File: src/rtl/spi_slave_if_if.sv
// Bus bundle between the SPI pad side / RAM and the serial front end.
// The slave modport is the front end itself; master is the pads-plus-RAM side.
interface spi_slave_if_if #(
    parameter int DWIDTH = 8
);
    logic              SS_n;
    logic              MOSI;
    logic              MISO;
    logic [DWIDTH+1:0] rx_data;
    logic              rx_valid;
    logic [DWIDTH-1:0] tx_data;
    logic              tx_valid;
    logic              frame_err;

    modport slave (
        input  SS_n, MOSI, tx_data, tx_valid,
        output MISO, rx_data, rx_valid, frame_err
    );

    modport master (
        output SS_n, MOSI, tx_data, tx_valid,
        input  MISO, rx_data, rx_valid, frame_err
    );
endinterface

File: src/rtl/spi_slave_if.sv
// SPI slave serial front end: MOSI frames -> {op, payload} command words,
// RAM read data -> MISO. Runs entirely on the SPI serial clock.
//
//  state     | meaning
//  ----------+-----------------------------------------------------------
//  IDLE      | waiting for SS_n low
//  CHK_CMD   | sampling the command bit, picking the frame type
//  WRITE     | shifting a write word (addr or data)
//  READ_ADD  | shifting a read-address word
//  READ_DATA | shifting a read-data word, then returning RAM data on MISO
module spi_slave_if #(
    parameter int DWIDTH = 8
) (
    input  logic clk,
    input  logic rst_n,
    spi_slave_if_if.slave bus
);
    localparam int WW = DWIDTH + 2;
    localparam int CW = $clog2(WW);

    localparam logic [2:0] IDLE      = 3'd0;
    localparam logic [2:0] CHK_CMD   = 3'd1;
    localparam logic [2:0] WRITE     = 3'd2;
    localparam logic [2:0] READ_ADD  = 3'd3;
    localparam logic [2:0] READ_DATA = 3'd4;

    logic [2:0]        state;
    logic [CW-1:0]     bit_cnt;
    logic [WW-2:0]     shreg;
    logic              word_done;
    logic              rd_pending;
    logic              tx_arm;
    logic              tx_loaded;
    logic [CW-1:0]     tx_left;
    logic [DWIDTH-1:0] tx_sh;

    logic [WW-1:0]     w_next;
    logic              word_ok;

    always_comb begin
        w_next  = {shreg, bus.MOSI};
        word_ok = 1'b0;
        case (state)
            WRITE:     word_ok = ~w_next[WW-1];
            READ_ADD:  word_ok = (w_next[WW-1 -: 2] == 2'b10);
            READ_DATA: word_ok = (w_next[WW-1 -: 2] == 2'b11);
            default:   word_ok = 1'b0;
        endcase
    end

    always_ff @(posedge clk or negedge rst_n) begin
        if (!rst_n) begin
            state         <= IDLE;
            bit_cnt       <= '0;
            shreg         <= '0;
            word_done     <= 1'b0;
            rd_pending    <= 1'b0;
            tx_arm        <= 1'b0;
            tx_loaded     <= 1'b0;
            tx_left       <= '0;
            tx_sh         <= '0;
            bus.MISO      <= 1'b0;
            bus.rx_data   <= '0;
            bus.rx_valid  <= 1'b0;
            bus.frame_err <= 1'b0;
        end else begin
            bus.rx_valid  <= 1'b0;
            bus.frame_err <= 1'b0;
            if (bus.SS_n) begin
                state     <= IDLE;
                word_done <= 1'b0;
                tx_arm    <= 1'b0;
                tx_loaded <= 1'b0;
                tx_left   <= '0;
                bus.MISO  <= 1'b0;
            end else begin
                case (state)
                    IDLE: begin
                        state     <= CHK_CMD;
                        word_done <= 1'b0;
                        tx_arm    <= 1'b0;
                        tx_loaded <= 1'b0;
                        tx_left   <= '0;
                        bus.MISO  <= 1'b0;
                    end
                    CHK_CMD: begin
                        if (!bus.MOSI)      state <= WRITE;
                        else if (rd_pending) state <= READ_DATA;
                        else                state <= READ_ADD;
                        bit_cnt <= CW'(WW - 1);
                    end
                    default: begin
                        if (!word_done) begin
                            shreg   <= w_next[WW-2:0];
                            bit_cnt <= bit_cnt - 1'b1;
                            if (bit_cnt == '0) begin
                                word_done <= 1'b1;
                                if (word_ok) begin
                                    bus.rx_data  <= w_next;
                                    bus.rx_valid <= 1'b1;
                                    if (state == READ_ADD)  rd_pending <= 1'b1;
                                    if (state == READ_DATA) begin
                                        rd_pending <= 1'b0;
                                        tx_arm     <= 1'b1;
                                    end
                                end else begin
                                    bus.frame_err <= 1'b1;
                                end
                            end
                        end else if (tx_arm) begin
                            // tx_data is captured once per frame; later tx_valid highs are ignored
                            if (!tx_loaded) begin
                                if (bus.tx_valid) begin
                                    tx_sh     <= bus.tx_data;
                                    tx_left   <= CW'(DWIDTH);
                                    tx_loaded <= 1'b1;
                                end
                            end else if (tx_left != '0) begin
                                bus.MISO <= tx_sh[DWIDTH-1];
                                tx_sh    <= {tx_sh[DWIDTH-2:0], 1'b0};
                                tx_left  <= tx_left - 1'b1;
                            end else begin
                                bus.MISO <= 1'b0;
                            end
                        end
                    end
                endcase
            end
        end
    end
endmodule

File: src/flat_wrapper.sv
// flat-port wrapper written by rule: the top's interface ports become plain ports
module spi_slave_if_flat 
#(
    parameter int DWIDTH = 8
)
  (clk, rst_n, bus_SS_n, bus_MOSI, bus_tx_data, bus_tx_valid, bus_MISO, bus_rx_data, bus_rx_valid, bus_frame_err);
  spi_slave_if_if #(.DWIDTH(DWIDTH)) bus_i ();
  input  logic clk;
  input  logic rst_n;
  input wire logic [$bits(bus_i.SS_n)-1:0] bus_SS_n;
  input wire logic [$bits(bus_i.MOSI)-1:0] bus_MOSI;
  input wire logic [$bits(bus_i.tx_data)-1:0] bus_tx_data;
  input wire logic [$bits(bus_i.tx_valid)-1:0] bus_tx_valid;
  output wire logic [$bits(bus_i.MISO)-1:0] bus_MISO;
  output wire logic [$bits(bus_i.rx_data)-1:0] bus_rx_data;
  output wire logic [$bits(bus_i.rx_valid)-1:0] bus_rx_valid;
  output wire logic [$bits(bus_i.frame_err)-1:0] bus_frame_err;
  assign bus_i.SS_n = bus_SS_n;
  assign bus_i.MOSI = bus_MOSI;
  assign bus_i.tx_data = bus_tx_data;
  assign bus_i.tx_valid = bus_tx_valid;
  assign bus_MISO = bus_i.MISO;
  assign bus_rx_data = bus_i.rx_data;
  assign bus_rx_valid = bus_i.rx_valid;
  assign bus_frame_err = bus_i.frame_err;
  spi_slave_if #(.DWIDTH(DWIDTH)) u_core (.clk(clk), .rst_n(rst_n), .bus(bus_i));
endmodule
File: config.mk
export PLATFORM = sky130hd
export DESIGN_NAME = spi_slave_if_flat
export DESIGN_NICKNAME = d
export VERILOG_FILES = /design/src/rtl/spi_slave_if_if.sv /design/src/rtl/spi_slave_if.sv /design/src/flat_wrapper.sv
export SDC_FILE = /design/constraint.sdc
export NUM_CORES = 1
export LEC_CHECK = 0
export CAP_MARGIN = 10
export CORE_ASPECT_RATIO = 0.7
export CORE_MARGIN = 10
export CORE_UTILIZATION = 50
export CTS_BUF_LIST = sky130_fd_sc_hd__clkbuf_8
export CTS_CLUSTER_SIZE = 12
export DETAILED_ROUTE_END_ITERATION = 8
export PLACE_DENSITY_LB_ADDON = 0.08
export SKIP_CTS_REPAIR_TIMING = 1
export SYNTH_ARGS = -nofsm -noshare
export SYNTH_HDL_FRONTEND = slang
export SYNTH_SLANG_ARGS = --single-unit
File: constraint.sdc
create_clock -name clk -period 2.2 [get_ports clk]
set_clock_uncertainty 0.15 [all_clocks]
set_input_delay 0.55 -clock clk [delete_from_list [all_inputs] [get_ports clk]]
set_output_delay 0.55 -clock clk [all_outputs]
set_load 0.03 [all_outputs]
* After elaboration in Yosys (flattened, before gate mapping)
Cells that the tools add are included.
** Operators by class
- Reduce and logical (&&, ||, !) cells :: 23
- Add/sub/neg operators :: 2
- Equality and inequality tests :: 11
- Bitwise logic cells :: 5
- Muxes and demuxes :: 51
** Operator list (number)
- 1-bit 2-to-1 mux :: 30
- 4-bit 2-to-1 mux :: 7
- 8-bit 2-to-1 mux :: 3
- 3-bit nonzero test :: 7
- 4-bit one-hot mux with 2 select lines :: 2
- 5-bit AND reduction :: 3
- 6-bit AND reduction :: 2
- 3-bit 2-to-1 mux :: 3
- 3-bit AND reduction :: 3
- 1-bit one-hot mux with 2 select lines :: 4
- 4-bit nonzero test :: 2
- 4-bit by 1-bit subtractor with 4-bit output, second input constant :: 2
- 3-bit by 2-bit equality test with 1-bit output, second input constant :: 2
- 2-bit != test, second input constant :: 3
- 3-bit one-hot mux with 2 select lines :: 1
- 1-bit NOT :: 5
- 2-bit equality test, second input constant :: 2
- 4-bit zero test :: 1
- 4-bit != test, second input constant :: 1
- 4-bit AND reduction :: 1
- 2-bit nonzero test :: 2
- 3-bit by 1-bit equality test with 1-bit output, second input constant :: 1
- 3-bit equality test, second input constant :: 1
- 3-bit zero test :: 1
- 3 further kinds :: 3
** Word-level totals
- Flip-flop bits (word level) :: 45
- Logic and storage cells :: 105
- Output and inout port bits :: 13
- Input bits :: 13

* Longest topological paths before layout
Gate-level depths: netlist of the first run.
- Depth after elaboration :: 7
- Gate-level depth with buffers :: 7
- Mapped depth without buffers :: 6

* Least setup slack after synthesis of the first run
No wires, ideal clock.
- Path kind :: reg2reg
- Start :: register u_core.bit_cnt[0]
- End :: register u_core.bus.rx_data[1]
- Slack :: 0.266 ns
- Required time :: 1.925 ns
- Library setup time :: 0.125 ns
- Arrival time :: 1.659 ns
- Buffers on the path :: 1
- Stages on the path, launching flop included :: 8
- Period minus slack after synthesis :: 1.934 ns
- Cells stage by stage :: dfrtp_1 -> inv_1 -> ha_1 -> nor3b_1 -> nand3_1 -> o21bai_2 -> buf_6 -> mux2_4
** Between the ends
- Longest elaborated chain between the ends :: 2
** Ends and longest elaborated chain
- from (decl) :: RTL line spi_slave_if.sv:28 : logic [CW-1:0] bit_cnt;
- from (signal assigned) :: RTL line spi_slave_if.sv:90 : bit_cnt <= CW'(WW - 1);
- from (signal assigned) :: RTL line spi_slave_if.sv:95 : bit_cnt <= bit_cnt - 1'b1;
- 4-bit zero test :: RTL line spi_slave_if.sv:96 : if (bit_cnt == '0) begin
- 5-bit AND reduction (no source line)
- to (signal assigned) :: RTL line spi_slave_if.sv:99 : bus.rx_data <= w_next;
- to (decl) :: RTL line spi_slave_if_if.sv:17 : output MISO, rx_data, rx_valid, frame_err
No other way between the ends.
A chain may end at the register's enable or synchronous reset.

* Final worst setup path of the first run
- Start :: register u_core.bus.rx_data[4]
- End :: output port bus_rx_data[4]
** RTL lines
- to (decl) :: RTL line flat_wrapper.sv:15 : output wire logic [$bits(bus_i.rx_data)-1:0] bus_rx_data;
No word-level cell between the ends.

==> flow_summary.ini, run 1 <==
[outcome]
status = complete, no violations

[grt]
grt_usage_pct = 12.6
gr-total-overflow = 0
grt_pass1_wl_um = 7610
grt_max_degree = 25
grt_pass1_vias = 1561
antenna_found_initial = 0

[die]
ios = 26
die-width_um = 98.2
rows = 19
core_um2 = 4020
start_util_pct = 53.3
die_h_um = 74.8
die_area_um2 = 7340

[yosys]
syn_avg_cell_area_um2 = 11.3
synth_top_flop_cell = dfrtp_1
ys_types = 40
netlist_instances = 189
synth_edf_count = 0
yosys-top-cells-area = dfrtp_1 (53%), mux2_2 (6.3%), mux2_4 (5.6%)
ys_seq_elements = 45
syn_area_um2 = 2140
ys_seq_area_share_pct = 52.6
syn-num-nets = 205
yosysTopAreaCell = dfrtp_1
synth_warnings = 0
netlist.area_leader.share_pct = 52.6
async_flop_share_pct = 100

[critical_path]
cp_max_fo = 2
worst_setup_path_start_kind = flip-flop
path_cells = clkdlybuf4s50_1
end_kind = output port
rr_startpoint = u_core.bit_cnt[1]
cp.arrival_ns = 1.36
required_ns = 1.50
critPathLaunch = u_core.bus.rx_data[4]
criticalPathCategory = reg -> out
crit_family = buffers and inverters
crit_slowest_cell = clkdlybuf4s50_1
critPathMaxStageDelay_ns = 0.70
cp_num_buf_inv = 1

[power_and_ir_drop]
power.density_nw_per_um2 = 766
switching_share_pct = 27.4
ir_drop_mv = 0.574
seq_power_share_pct = 52.3
p_int_uw = 1480
combPwrFrac_pct = 17.3
power_switching_uw = 557
power_frac_clock_pct = 30.4
power_leakage_uw = 0.00119

[detailed_routing]
first_pass_iters = 4
vias = 1509
avgViaCountPerCell = 5.49
ant_nets = 0
initialDrtViolationCount = 72
wl_per_cell_um = 16.0
wl_um = 4410
drc = 0

[cells_and_area]
drive_above_1_share_pct = 22.4
syn_to_final_growth_pct = 23.9
num_antenna_cells = 0
nFillCells = 305
layout.nets = 238

[timing]
fmax_mhz = 485
layout_setup_ws_ns = 0.138
worstMarginPinSlew_ns = 0.540
slew_headroom_pct = 63.7
final.period_utilization_pct = 93.7
setup_viol = 0
rsz0062_at_grt = false
final_max_slew_viol_count = 0
setup_tns_ns = 0
period_needed_ns = 2.06
hold_viol = 0

[clock_tree]
clock_sinks = 45
cts_tree = done
cts_made_buffers = 5
clockRootBuffer = clkbuf_8
path_clk_slew_ns = 0.08
htree_levels = 2
clk_path_buf_depth = 2
clock_latency_ns = 0.30

[placed_design]
finalWeightedCongestion = 0.820
hpwlAfterDp_um = 3250
pre_cts_slack_ns = -0.241
io_buffer_count = 25

[worst_hold_path]
holdCritPathClass = in -> async

[job]
drv_cap = 0
[synth_stat cells (4+ instances only)]
cell and instances:
a21oi_1 16, clkbuf_1 4, dfrtp_1 45, inv_1 8
mux2_2 12, mux2_4 8, mux2i_1 9, nand2_1 8
nand3b_1 4, nor2_1 20, nor3_1 4, o21ai_0 7
[state kept, by name, summed over array words and instances, names as in the netlist]
name / count
u_core.bit_cnt: 4
u_core.bus.MISO: 1
u_core.bus.frame_err: 1
u_core.bus.rx_data: 10
u_core.bus.rx_valid: 1
u_core.rd_pending: 1
u_core.shreg: 9
u_core.state: 3
u_core.tx_arm: 1
u_core.tx_left: 4
u_core.tx_loaded: 1
u_core.tx_sh: 8
u_core.word_done: 1
[metrics by stage]
| stage | area (um2) | power (uW) | hold WS [ns] | utilization [%] | std cells |
|---|---|---|---|---|---|
| floorplan | 2140 | 1280 | 0.104 | - | 189 |
| global placement | 2520 | 1390 | 0.341 | 62.8 | 267 |
| detailed placement | 2520 | 1430 | 0.345 | 62.8 | 267 |
| CTS | 2640 | 2050 | 0.0751 | 65.6 | 275 |
| global route | 2650 | 2140 | 0.0894 | 66.1 | 275 |
| finish | 2650 | 2030 | 0.0671 | 66.1 | 275 |
[cells in the final DEF, fill, tap and decap left out, types with 2 or more instances in the layout]
cell              n
nand4_1           3
nand2_1           8
clkbuf_8          5
o31ai_1           3
nor3_1            4
mux2_4            8
nor2_1           20
a21oi_1          16
buf_12            4
nand3_1           2
o21ai_0           7
dfrtp_1          45
mux2i_1           9
ha_1              3
buf_4             8
clkdlybuf4s50_1  24
inv_1             9
or2_2             2
nand3b_1          4
nor2b_1           3
mux2_2           12
[cells by family after synthesis]
family	after synthesis	share of synthesized area [%]
adders and majority gates	3	1.75
AOI/OAI and AO/OA	35	10.1
buffers and inverters	19	4.56
DFF	45	52.6
muxes	29	16.1
and+or+nand+nor	58	14.9
[layout make-up]
cell class | instances | area [um2] | area share, %
clock inverter | 3 | 42.5 | 1.60
sequential | 45 | 1130 | 42.4
timing repair buffer | 37 | 385 | 14.5
clock buffer | 5 | 68.8 | 2.59
tap | 52 | 65.1 | 2.45
inverter | 8 | 30.0 | 1.13
multi-input combinational | 125 | 936 | 35.3
[power by group through the flow]
stage / Clock (uW) / Sequential (uW) / Combinational, uW
detailed placement: 0 / 1080 / 351
global placement: 0 / 1060 / 331
floorplan: 0 / 1050 / 228
finish: 617 / 1060 / 352
global route: 663 / 1090 / 393
CTS: 632 / 1060 / 353
[metal layers]
metal | global-route usage [%] | routed length, um
met1 | 15.9 | 2010
met4 | 5.23 | 63
met2 | 20.3 | 2140
met3 | 3.75 | 200
met5 | 0 | 0
[final timing paths]
check	to	slack (ns)	cells after the start
setup / recovery	bus_rx_data[4]	0.14	1
hold / removal	u_core.bit_cnt[2]	0.07	1
setup reg to reg	u_core.bus.rx_data[4]	0.20	7
hold reg to reg	u_core.bus.rx_data[9]	0.36	1
max in group asynchronous	u_core.shreg[7]	1.33	2
min in group clk	u_core.bus.rx_data[9]	0.36	1
No activity file was read; power rests on OpenSTA's default activity.
==> run 2, diff against run 1 <==
- SLEW_MARGIN: default -> 40
==> results of run 2 <==
The final DEF is identical to that of run 1; final timing and power are the same.
==> run 3, diff against run 2 <==
- DONT_BUFFER_PORTS: default -> 1
==> flow_summary.ini, run 3 (synthesized netlist as in run 1, its figures left out) <==
[outcome]
status = complete, no violations

[cells_and_area]
reg.largest.list = u_core.bus.rx_data (10), u_core.shreg (9), u_core.tx_sh (8)
num_antenna_cells = 0
multi_input_area_um2 = 926
final_util_pct = 58.2
final_cell_mix = dfrtp_1 (45), nor2_1 (20), a21oi_1 (16)
top_register = u_core.bus.rx_data
final_cells = 249
drive_above_1_share_pct = 22.8
largest_reg_flops = 10
nFillCells = 321
syn_to_final_growth_pct = 9.17
layout.nets = 212
layout_commonest_cell = dfrtp_1
fin_area_um2 = 2340
seqCellArea_um2 = 1130

[timing]
setup_viol = 0
period_needed_ns = 2.00
setup_tns_ns = 0
worstMarginPinSlew_ns = 0.717
rsz0062_at_grt = false
hold_viol = 0
final.period_utilization_pct = 90.8
fmax_mhz = 501
final_max_slew_viol_count = 0
slew_headroom_pct = 51.7

[placed_design]
io_buffer_count = 0
finalWeightedCongestion = 0.797
hpwlAfterDp_um = 2980
placedCellCount = 239
dpl_cell_area_um2 = 2210

[die]
die_h_um = 74.8
ios = 26
start_util_pct = 53.3
die_area_um2 = 7340
rows = 19
core_um2 = 4020
die-width_um = 98.2

[power_and_ir_drop]
power_leakage_uw = 0.00106
ir_drop_mv = 0.462
seq_power_share_pct = 58.2
power_frac_clock_pct = 26.7
combPwrFrac_pct = 15.2
power_switching_uw = 534
switching_share_pct = 28.8
p_int_uw = 1320
power.density_nw_per_um2 = 794

[critical_path]
required_ns = 2.24
cp_max_fo = 12
reg2reg_depth = 6
worst_setup_path_start_kind = flip-flop
cp.arrival_ns = 2.03
end_kind = flip-flop
criticalPathCategory = reg -> reg

[clock_tree]
cts_made_buffers = 5
cts_tree = done
clk_path_buf_depth = 2
clockRootBuffer = clkbuf_8
htree_levels = 2
clock_latency_ns = 0.30
clock_sinks = 45
path_clk_slew_ns = 0.08

[worst_hold_path]
holdCritPathClass = in -> reg
min_path_cells = 1

[detailed_routing]
wl_um = 4230
avgViaCountPerCell = 5.58
initialDrtViolationCount = 88
vias = 1389
wl_per_cell_um = 17.0
first_pass_iters = 4
ant_nets = 0
drc = 0

[grt]
gr-total-overflow = 0
antenna_found_initial = 0
grt_pass1_wl_um = 6750
grt_pass1_vias = 1348
grt_max_degree = 46
grt_usage_pct = 11.5

[job]
drv_cap = 0
run 3: worst max-delay path: stages, from the launching register on:
cell	delay, ns
dfrtp_1	0.42
inv_1	0.11
ha_1	0.14
nor3b_1	0.25
nand3_1	0.17
o21bai_4	0.30
mux2_4	0.34
run 3: path summary, 6_finish.rpt:
path	from	to	slack, ns
setup / recovery	u_core.bit_cnt[0]	u_core.bus.rx_data[5]	0.20
hold / removal	bus_SS_n	u_core.state[2]	0.16
setup reg to reg	u_core.bit_cnt[0]	u_core.bus.rx_data[5]	0.20
hold reg to reg	u_core.shreg[0]	u_core.bus.rx_data[1]	0.38
max in group asynchronous	rst_n	u_core.tx_sh[3]	1.07
min in group asynchronous	rst_n	u_core.bus.MISO	0.63
run 3: power by group through the flow:
stage	logic, uW	registers, uW	clock network [uW]
6_report	282	1080	495
5_1_grt	316	1100	552
4_1_cts	261	1080	514
3_5_place_dp	259	1090	0
3_3_place_gp	248	1080	0
2_1_floorplan	228	1050	0
run 3: metrics by stage:
stage          setup WS (ns)  hold slack [ns]  total power (uW)
2_1_floorplan          0.266            0.104              1280
3_3_place_gp           0.146            0.106              1330
3_5_place_dp           0.121            0.106              1350
4_1_cts               0.0965           -0.224              1850
5_1_grt               0.0706            0.141              1960
6_report               0.203            0.160              1860
run 3: per-layer routing:
layer	GRT usage [%]	wire length (um)
met2	16.6	1880
met1	15.2	2060
met5	0	0
met4	4.75	57
met3	4.30	232
run 3: cell type report:
type,instances,area share [%]
sequential,45,48.2
clock buffer,5,2.94
tap,52,2.78
inverter,8,1.28
multi-input combinational,125,39.6
timing repair buffer,11,4.49
clock inverter,3,0.749
